**src/rtl/servo_pkg.sv**
```systemverilog
// servo_pkg: shared constants for the Wishbone servo ramp block.
// Latency: n/a (constants only).
// Backpressure: n/a.
package servo_pkg;
    localparam int NUM_CH = 8;   // servo channels
    localparam int PW_W   = 12;  // pulse-width register width (us)
    localparam int US_W   = 16;  // frame microsecond counter width

    // Register word indices, i.e. wb_adr_i[6:2]
    localparam logic [4:0] REG_TARGET0  = 5'd0;   // 0x00..0x1C
    localparam logic [4:0] REG_CURRENT0 = 5'd8;   // 0x20..0x3C
    localparam logic [4:0] REG_CTRL     = 5'd16;  // 0x40
    localparam logic [4:0] REG_STATUS   = 5'd17;  // 0x44
    localparam logic [4:0] REG_FRAME    = 5'd18;  // 0x48

    // CTRL fields
    localparam int CTRL_EN_BIT   = 0;
    localparam int CTRL_IE_BIT   = 1;
    localparam int CTRL_STEP_LSB = 8;

    // STATUS fields (MOVING occupies [7:0])
    localparam int STATUS_BUSY_BIT = 8;
    localparam int STATUS_DONE_BIT = 16;

    // CTRL reset values
    localparam logic       CTRL_EN_RST   = 1'b0;
    localparam logic       CTRL_IE_RST   = 1'b0;
    localparam logic [7:0] CTRL_STEP_RST = 8'd10;
endpackage

```
**src/rtl/servo_channel.sv**
```systemverilog
// servo_channel: one servo's TARGET/CURRENT registers, write clamp, per-frame ramp and pulse comparator.
// Latency: servo is registered (1 cycle after us_cnt); CURRENT changes on the frame_end edge.
// Backpressure: none; writes are accepted whenever wr_en is high.
// Ports: clk/rst (async active-low), en, us_cnt, frame_end, step, wr_en/wr_dat, target/current, moving, servo.
module servo_channel
    import servo_pkg::*;
#(
    parameter int min_us    = 500,
    parameter int max_us    = 2500,
    parameter int center_us = 1500
) (
    input  logic            clk,
    input  logic            rst,
    input  logic            en,
    input  logic [US_W-1:0] us_cnt,
    input  logic            frame_end,
    input  logic [7:0]      step,
    input  logic            wr_en,
    input  logic [31:0]     wr_dat,
    output logic [PW_W-1:0] target,
    output logic [PW_W-1:0] current,
    output logic            moving,
    output logic            servo
);
    localparam logic [31:0]     MIN_32   = 32'(min_us);
    localparam logic [31:0]     MAX_32   = 32'(max_us);
    localparam logic [PW_W-1:0] CENTER_W = PW_W'(center_us);

    logic [PW_W-1:0]   wr_clamped;
    logic [PW_W-1:0]   ramp_next;
    logic signed [12:0] diff;
    logic signed [12:0] step_s;

    // Clamp uses the full 32-bit write value so huge values saturate high.
    always_comb begin
        wr_clamped = wr_dat[PW_W-1:0];
        if (wr_dat < MIN_32) begin
            wr_clamped = MIN_32[PW_W-1:0];
        end else if (wr_dat > MAX_32) begin
            wr_clamped = MAX_32[PW_W-1:0];
        end
    end

    assign diff   = $signed({1'b0, target}) - $signed({1'b0, current});
    assign step_s = $signed({5'b0, step});

    // Snap to target when within one step (or step is 0), so no overshoot is possible.
    always_comb begin
        ramp_next = target;
        if (step != 8'd0) begin
            if (diff > step_s) begin
                ramp_next = current + PW_W'(step);
            end else if (diff < -step_s) begin
                ramp_next = current - PW_W'(step);
            end
        end
    end

    assign moving = (current != target);

    always_ff @(posedge clk or negedge rst) begin
        if (!rst) begin
            target  <= CENTER_W;
            current <= CENTER_W;
            servo   <= 1'b0;
        end else begin
            if (wr_en) begin
                target <= wr_clamped;
            end
            // The ramp reads the pre-edge target, so a same-cycle write lands next frame.
            if (frame_end) begin
                current <= ramp_next;
            end
            servo <= en && (us_cnt < US_W'(current));
        end
    end
endmodule

```
**src/rtl/wb_servo_ramp.sv**
```systemverilog
// wb_servo_ramp: Wishbone slave driving eight 50 Hz servo pulse trains that ramp toward CPU targets.
// Latency: ack/read data 1 cycle after cyc&stb; servo lags us_cnt by 1; DONE/irq 1 cycle after CURRENT settles.
// Backpressure: none; each request is acked in one cycle, a held strobe acks every other cycle.
// Ports: clk, rst (async active-low), wb_* slave (word access, adr[6:2] decoded), irq (level), servo[7:0].
module wb_servo_ramp
    import servo_pkg::*;
#(
    parameter int clk_freq  = 100000000,
    parameter int frame_us  = 20000,
    parameter int min_us    = 500,
    parameter int max_us    = 2500,
    parameter int center_us = 1500
) (
    input  logic        clk,
    input  logic        rst,
    input  logic [31:0] wb_adr_i,
    input  logic [31:0] wb_dat_i,
    output logic [31:0] wb_dat_o,
    input  logic [3:0]  wb_sel_i,
    input  logic        wb_we_i,
    input  logic        wb_cyc_i,
    input  logic        wb_stb_i,
    output logic        wb_ack_o,
    output logic        irq,
    output logic [7:0]  servo
);
    localparam int              TICK_DIV   = clk_freq / 1000000;
    localparam logic [31:0]     PRESC_LAST = 32'(TICK_DIV - 1);
    localparam logic [US_W-1:0] US_LAST    = US_W'(frame_us - 1);

    logic [31:0]     presc;
    logic [US_W-1:0] us_cnt;
    logic            tick;
    logic            frame_end;
    logic            ctrl_en;
    logic            ctrl_ie;
    logic [7:0]      ctrl_step;
    logic            done;
    logic            busy;
    logic            busy_q;
    logic            done_clr;
    logic [7:0]      moving;
    logic [PW_W-1:0] tgt_a [NUM_CH];
    logic [PW_W-1:0] cur_a [NUM_CH];
    logic            req;
    logic            wr;
    logic [4:0]      widx;
    logic [31:0]     rd_mux;
    logic            unused_bits;

    assign unused_bits = ^{wb_sel_i, wb_adr_i[31:7], wb_adr_i[1:0]};

    // Time base: prescaler -> 1 us tick -> frame counter, all frozen at 0 while disabled.
    assign tick      = ctrl_en && (presc == PRESC_LAST);
    assign frame_end = tick && (us_cnt == US_LAST);

    always_ff @(posedge clk or negedge rst) begin
        if (!rst) begin
            presc  <= '0;
            us_cnt <= '0;
        end else if (!ctrl_en) begin
            presc  <= '0;
            us_cnt <= '0;
        end else begin
            presc <= (presc == PRESC_LAST) ? '0 : presc + 32'd1;
            if (frame_end) begin
                us_cnt <= '0;
            end else if (tick) begin
                us_cnt <= us_cnt + US_W'(1);
            end
        end
    end

    // A request is taken only when ack is low, which gives the every-other-cycle ack on a held strobe.
    assign req  = wb_cyc_i && wb_stb_i && !wb_ack_o;
    assign wr   = req && wb_we_i;
    assign widx = wb_adr_i[6:2];

    for (genvar k = 0; k < NUM_CH; k++) begin : g_ch
        servo_channel #(
            .min_us   (min_us),
            .max_us   (max_us),
            .center_us(center_us)
        ) u_ch (
            .clk      (clk),
            .rst      (rst),
            .en       (ctrl_en),
            .us_cnt   (us_cnt),
            .frame_end(frame_end),
            .step     (ctrl_step),
            .wr_en    (wr && (widx == REG_TARGET0 + 5'(k))),
            .wr_dat   (wb_dat_i),
            .target   (tgt_a[k]),
            .current  (cur_a[k]),
            .moving   (moving[k]),
            .servo    (servo[k])
        );
    end

    assign busy     = |moving;
    assign done_clr = wr && (widx == REG_STATUS) && wb_dat_i[STATUS_DONE_BIT];
    assign irq      = done && ctrl_ie;

    always_ff @(posedge clk or negedge rst) begin
        if (!rst) begin
            ctrl_en   <= CTRL_EN_RST;
            ctrl_ie   <= CTRL_IE_RST;
            ctrl_step <= CTRL_STEP_RST;
            busy_q    <= 1'b0;
            done      <= 1'b0;
        end else begin
            if (wr && (widx == REG_CTRL)) begin
                ctrl_en   <= wb_dat_i[CTRL_EN_BIT];
                ctrl_ie   <= wb_dat_i[CTRL_IE_BIT];
                ctrl_step <= wb_dat_i[CTRL_STEP_LSB +: 8];
            end
            busy_q <= busy;
            // Set has priority over a same-cycle clear.
            if (busy_q && !busy) begin
                done <= 1'b1;
            end else if (done_clr) begin
                done <= 1'b0;
            end
        end
    end

    always_comb begin
        rd_mux = '0;
        if (widx < REG_CURRENT0) begin
            rd_mux = 32'(tgt_a[widx[2:0]]);
        end else if (widx < REG_CTRL) begin
            rd_mux = 32'(cur_a[widx[2:0]]);
        end else begin
            case (widx)
                REG_CTRL: begin
                    rd_mux[CTRL_EN_BIT]              = ctrl_en;
                    rd_mux[CTRL_IE_BIT]              = ctrl_ie;
                    rd_mux[CTRL_STEP_LSB +: 8]       = ctrl_step;
                end
                REG_STATUS: begin
                    rd_mux[7:0]             = moving;
                    rd_mux[STATUS_BUSY_BIT] = busy;
                    rd_mux[STATUS_DONE_BIT] = done;
                end
                REG_FRAME: rd_mux = 32'(us_cnt);
                default:   rd_mux = '0;
            endcase
        end
    end

    always_ff @(posedge clk or negedge rst) begin
        if (!rst) begin
            wb_ack_o <= 1'b0;
            wb_dat_o <= '0;
        end else begin
            wb_ack_o <= req;
            wb_dat_o <= (req && !wb_we_i) ? rd_mux : '0;
        end
    end
endmodule

```
**config.mk**
```make
export PLATFORM = sky130hd
export DESIGN_NAME = wb_servo_ramp
export DESIGN_NICKNAME = d
export VERILOG_FILES = /design/src/rtl/servo_pkg.sv /design/src/rtl/servo_channel.sv /design/src/rtl/wb_servo_ramp.sv
export SDC_FILE = /design/constraint.sdc
export NUM_CORES = 2
export LEC_CHECK = 0
export BUFFER_PORTS_ARGS = -buffer_cell sky130_fd_sc_hd__clkbuf_2
export CORE_AREA = 2 2 291 206
export CTS_CLUSTER_DIAMETER = 80
export DETAILED_ROUTE_END_ITERATION = 10
export DIE_AREA = 0 0 293 208
export PLACE_DENSITY_LB_ADDON = 0.05
export SLEW_MARGIN = 20
export SYNTH_ARGS = -nofsm -noshare
export SYNTH_HDL_FRONTEND = slang
export SYNTH_SLANG_ARGS = --single-unit
```
**constraint.sdc**
```tcl
create_clock -name clk -period 11.55 [get_ports clk]
set_clock_uncertainty 0.1 [all_clocks]
set_input_delay 2.31 -clock clk [delete_from_list [all_inputs] [get_ports clk]]
set_output_delay 2.31 -clock clk [all_outputs]
set_load 0.05 [all_outputs]
```
==> summary.txt <==
Run status
  – Status: complete, no violations

Placement
  – Pre-CTS setup slack: 5350 ps
  – Gpl congestion: 1.03
  – DP HPWL: 98600 um
  – Port bufs: 68

STA
  – RSZ-0062 raised after global routing: no
  – Actual slew at the worst max-slew pin: 1310 ps
  – Max transition margin: 12.3%
  – Tcrit/Tclk final: 55.3%
  – Fmax: 156 MHz
  – Slew Viols, Final: 0
  – Final hold vios: 0
  – Setup TNS: 0 ps
  – Final Setup Violations: 0
  – Final worst slack: 5160 ps
  – Min Clock Period, post-route: 6390 ps

Floorplanning
  – Rows: 74
  – Die span in y: 208 um
  – Initial Utilization: 53.7%
  – Die area: 60900 um2
  – Die X-Extent: 293 um
  – Core area: 58100 um2
  – Num ports: 115

Final layout
  – Multi-input gate area: 22600 um2
  – Layout cell share with drive strength beyond 1: 11.4%
  – Most frequent cells in the layout: ha_1, o21ai_0, nand2_1, a21oi_1, inv_1
  – Most common cell after layout, fill and taps aside: ha_1
  – Util after Layout: 58.1%
  – Synth-to-Final Area Change: 8.29%
  – Fillers: 5176
  – # nets final: 4330
  – Register Area: 7100 um2

Setup path
  – Setup CP Type: reg2reg
  – CP arrival: 6700 ps
  – Endpoint class of the critical path: flop
  – CP startpoint kind: flop
  – Crit path from: ctrl_step[1]
  – Worst EP required: 11860 ps
  – CP max FO: 20
  – Worst reg2reg path startpoint: ctrl_step[1]

Global routing
  – Initial antenna violation count: 11
  – Vias in the first global route: 29600
  – GRT overflow: 0
  – Largest net degree at the start of global routing: 107
  – First-pass GRT wire length: 196000 um
  – GR Util All Layers: 43.6%

Logic synthesis
  – Mapped Area: 31200 um2
  – Unique cell type count in the Yosys netlist: 92
  – Ys flop type: dfrtp_1
  – Number of synthesized flops with an enable pin: 0
  – Yosys warning count: 0
  – Post-Syn Area per Cell: 8.36 um2
  – Sequential-to-total area share from yosys stat: 22.8%
  – Async set-reset flop share out of synthesis: 100%
  – Cells after Synth: 3726
  – Post-synthesis register bit count: 278

Routing
  – Total wire length: 135000 um
  – Top layer in use: met5
  – DR iter-0 viols: 4433
  – Post-route met1 wirelength: 55300 um
  – Wirelength per Cell: 29.8 um
  – DR WL met3: 21800 um
  – Met2 Routed Length: 51300 um
  – Drt pass-1 iters: 10
  – Vias: 31700
  – DRC: 0
  – Vias per cell: 6.98
  – Routed Antenna Nets: 0

CTS
  – Post-cts resize count: 0
  – CTS tree: done
  – Clk_lat worst skew: 580 ps
  – H-tree level count: 2
  – CTS max path bufs: 3
  – # hold bufs at CTS: 0
  – CTS clk-pin slew, worst paths: 60 ps
  – Setup bufs post-CTS: 0
  – Clk sinks: 278
  – TritonCTS buffer count: 36
  – CTS root buffer: clkbuf_16

Power
  – VDD IR max: 0.000113 V
  – Power Dens Cells: 140 nW/um2
  – Static leakage: 14.8 nW

Flow run
  – Max_cap viols: 0

Min path
  – Hold Crit Class: reg2reg
  – Worst Hold Launch: busy_q
-- metal layers --
layer	track usage, %	up-vias
li1	-	13800
met1	61.4	15200
met2	58.0	2332
met3	17.8	401
met4	18.8	12
met5	0.787	-
-- sequential cells by signal, summed over array words and instances, names as in the netlist --
signal / cells
g_ch.u_ch.current: 96
wb_dat_o: 17
wb_ack_o: 1
g_ch.u_ch.target: 96
busy_q: 1
us_cnt: 16
g_ch.u_ch.servo: 8
ctrl_en: 1
done: 1
ctrl_ie: 1
ctrl_step: 8
presc: 32
-- final cells by class --
type | instances | share of cell area (%)
clock buffer | 48 | 2.98
timing repair buffer | 132 | 2.48
antenna | 2 | 0.0148
tap | 760 | 2.82
inverter | 257 | 2.86
multi-input combinational | 3053 | 67.0
clock inverter | 18 | 0.793
sequential | 278 | 21.0
-- cells in the mapped netlist, types with 91 or more instances --
cell	number	area (um2)
o21ai_0	311	1560
dfstp_2	114	3000
nor2_1	250	938
nand2_1	311	1170
ha_1	475	5940
clkbuf_1	109	409
dfrtp_1	164	4100
xnor2_1	115	1010
nand3_1	111	556
inv_1	253	950
a21o_1	91	683
a21oi_1	276	1380
-- report_power, final --
group | internal (W) | total (W) | switching (W)
Clock | 0.000754 | 0.00126 | 0.000505
Combinational | 0.000815 | 0.00239 | 0.00158
Sequential | 0.00101 | 0.00106 | 0.0000556
-- logic make-up (layout without fill, tap and decap cells) --
family | count (synthesis) | in the layout | share of synthesized area (%)
adder cells (fa/ha/maj) | 499 | 499 | 20.6
AND/OR/NAND/NOR | 1132 | 1132 | 17.7
XOR/XNOR | 146 | 146 | 4.10
flip-flops | 278 | 278 | 22.8
AO/OA/AOI/OAI | 1168 | 1168 | 24.3
multiplexers | 93 | 93 | 5.28
buffers and inverters | 409 | 455 | 5.27
other | 1 | 17 | 0.0120
-- worst max-delay path, stage by stage, from the launching register on --
cell,delay (ps)
dfstp_2,1230
clkinv_1,160
buf_4,310
ha_1,290
nand3_1,220
or3_2,530
inv_1,230
buf_4,330
ha_1,360
a21o_1,160
a211oi_1,300
nand3b_1,110
o21ai_0,770
nand2_1,380
o221a_1,310
o32ai_1,300
o21ai_1,90
-- metrics by stage --
step	total power (W)	cell area (um2)	instances	hold WS [ps]
after global routing	0.00492	33700	4546	399
final	0.00471	33700	4548	393
after global placement	0.00329	32400	4479	363
after CTS	0.00461	33700	4546	393
after floorplan	0.00261	31200	3740	349
after detailed placement	0.00336	32500	4480	371
-- path summary, 6_finish.rpt --
kind	end	slack, ps	cells past startpoint
max	g_ch[4].u_ch.current[9]	5160	16
min	done	390	1
max reg2reg	g_ch[4].u_ch.current[9]	5160	16
min reg2reg	done	390	1
max in group asynchronous	g_ch[7].u_ch.current[5]	7610	3
min in group asynchronous	g_ch[0].u_ch.current[5]	1720	1
Power figures use the tool's default switching activity.
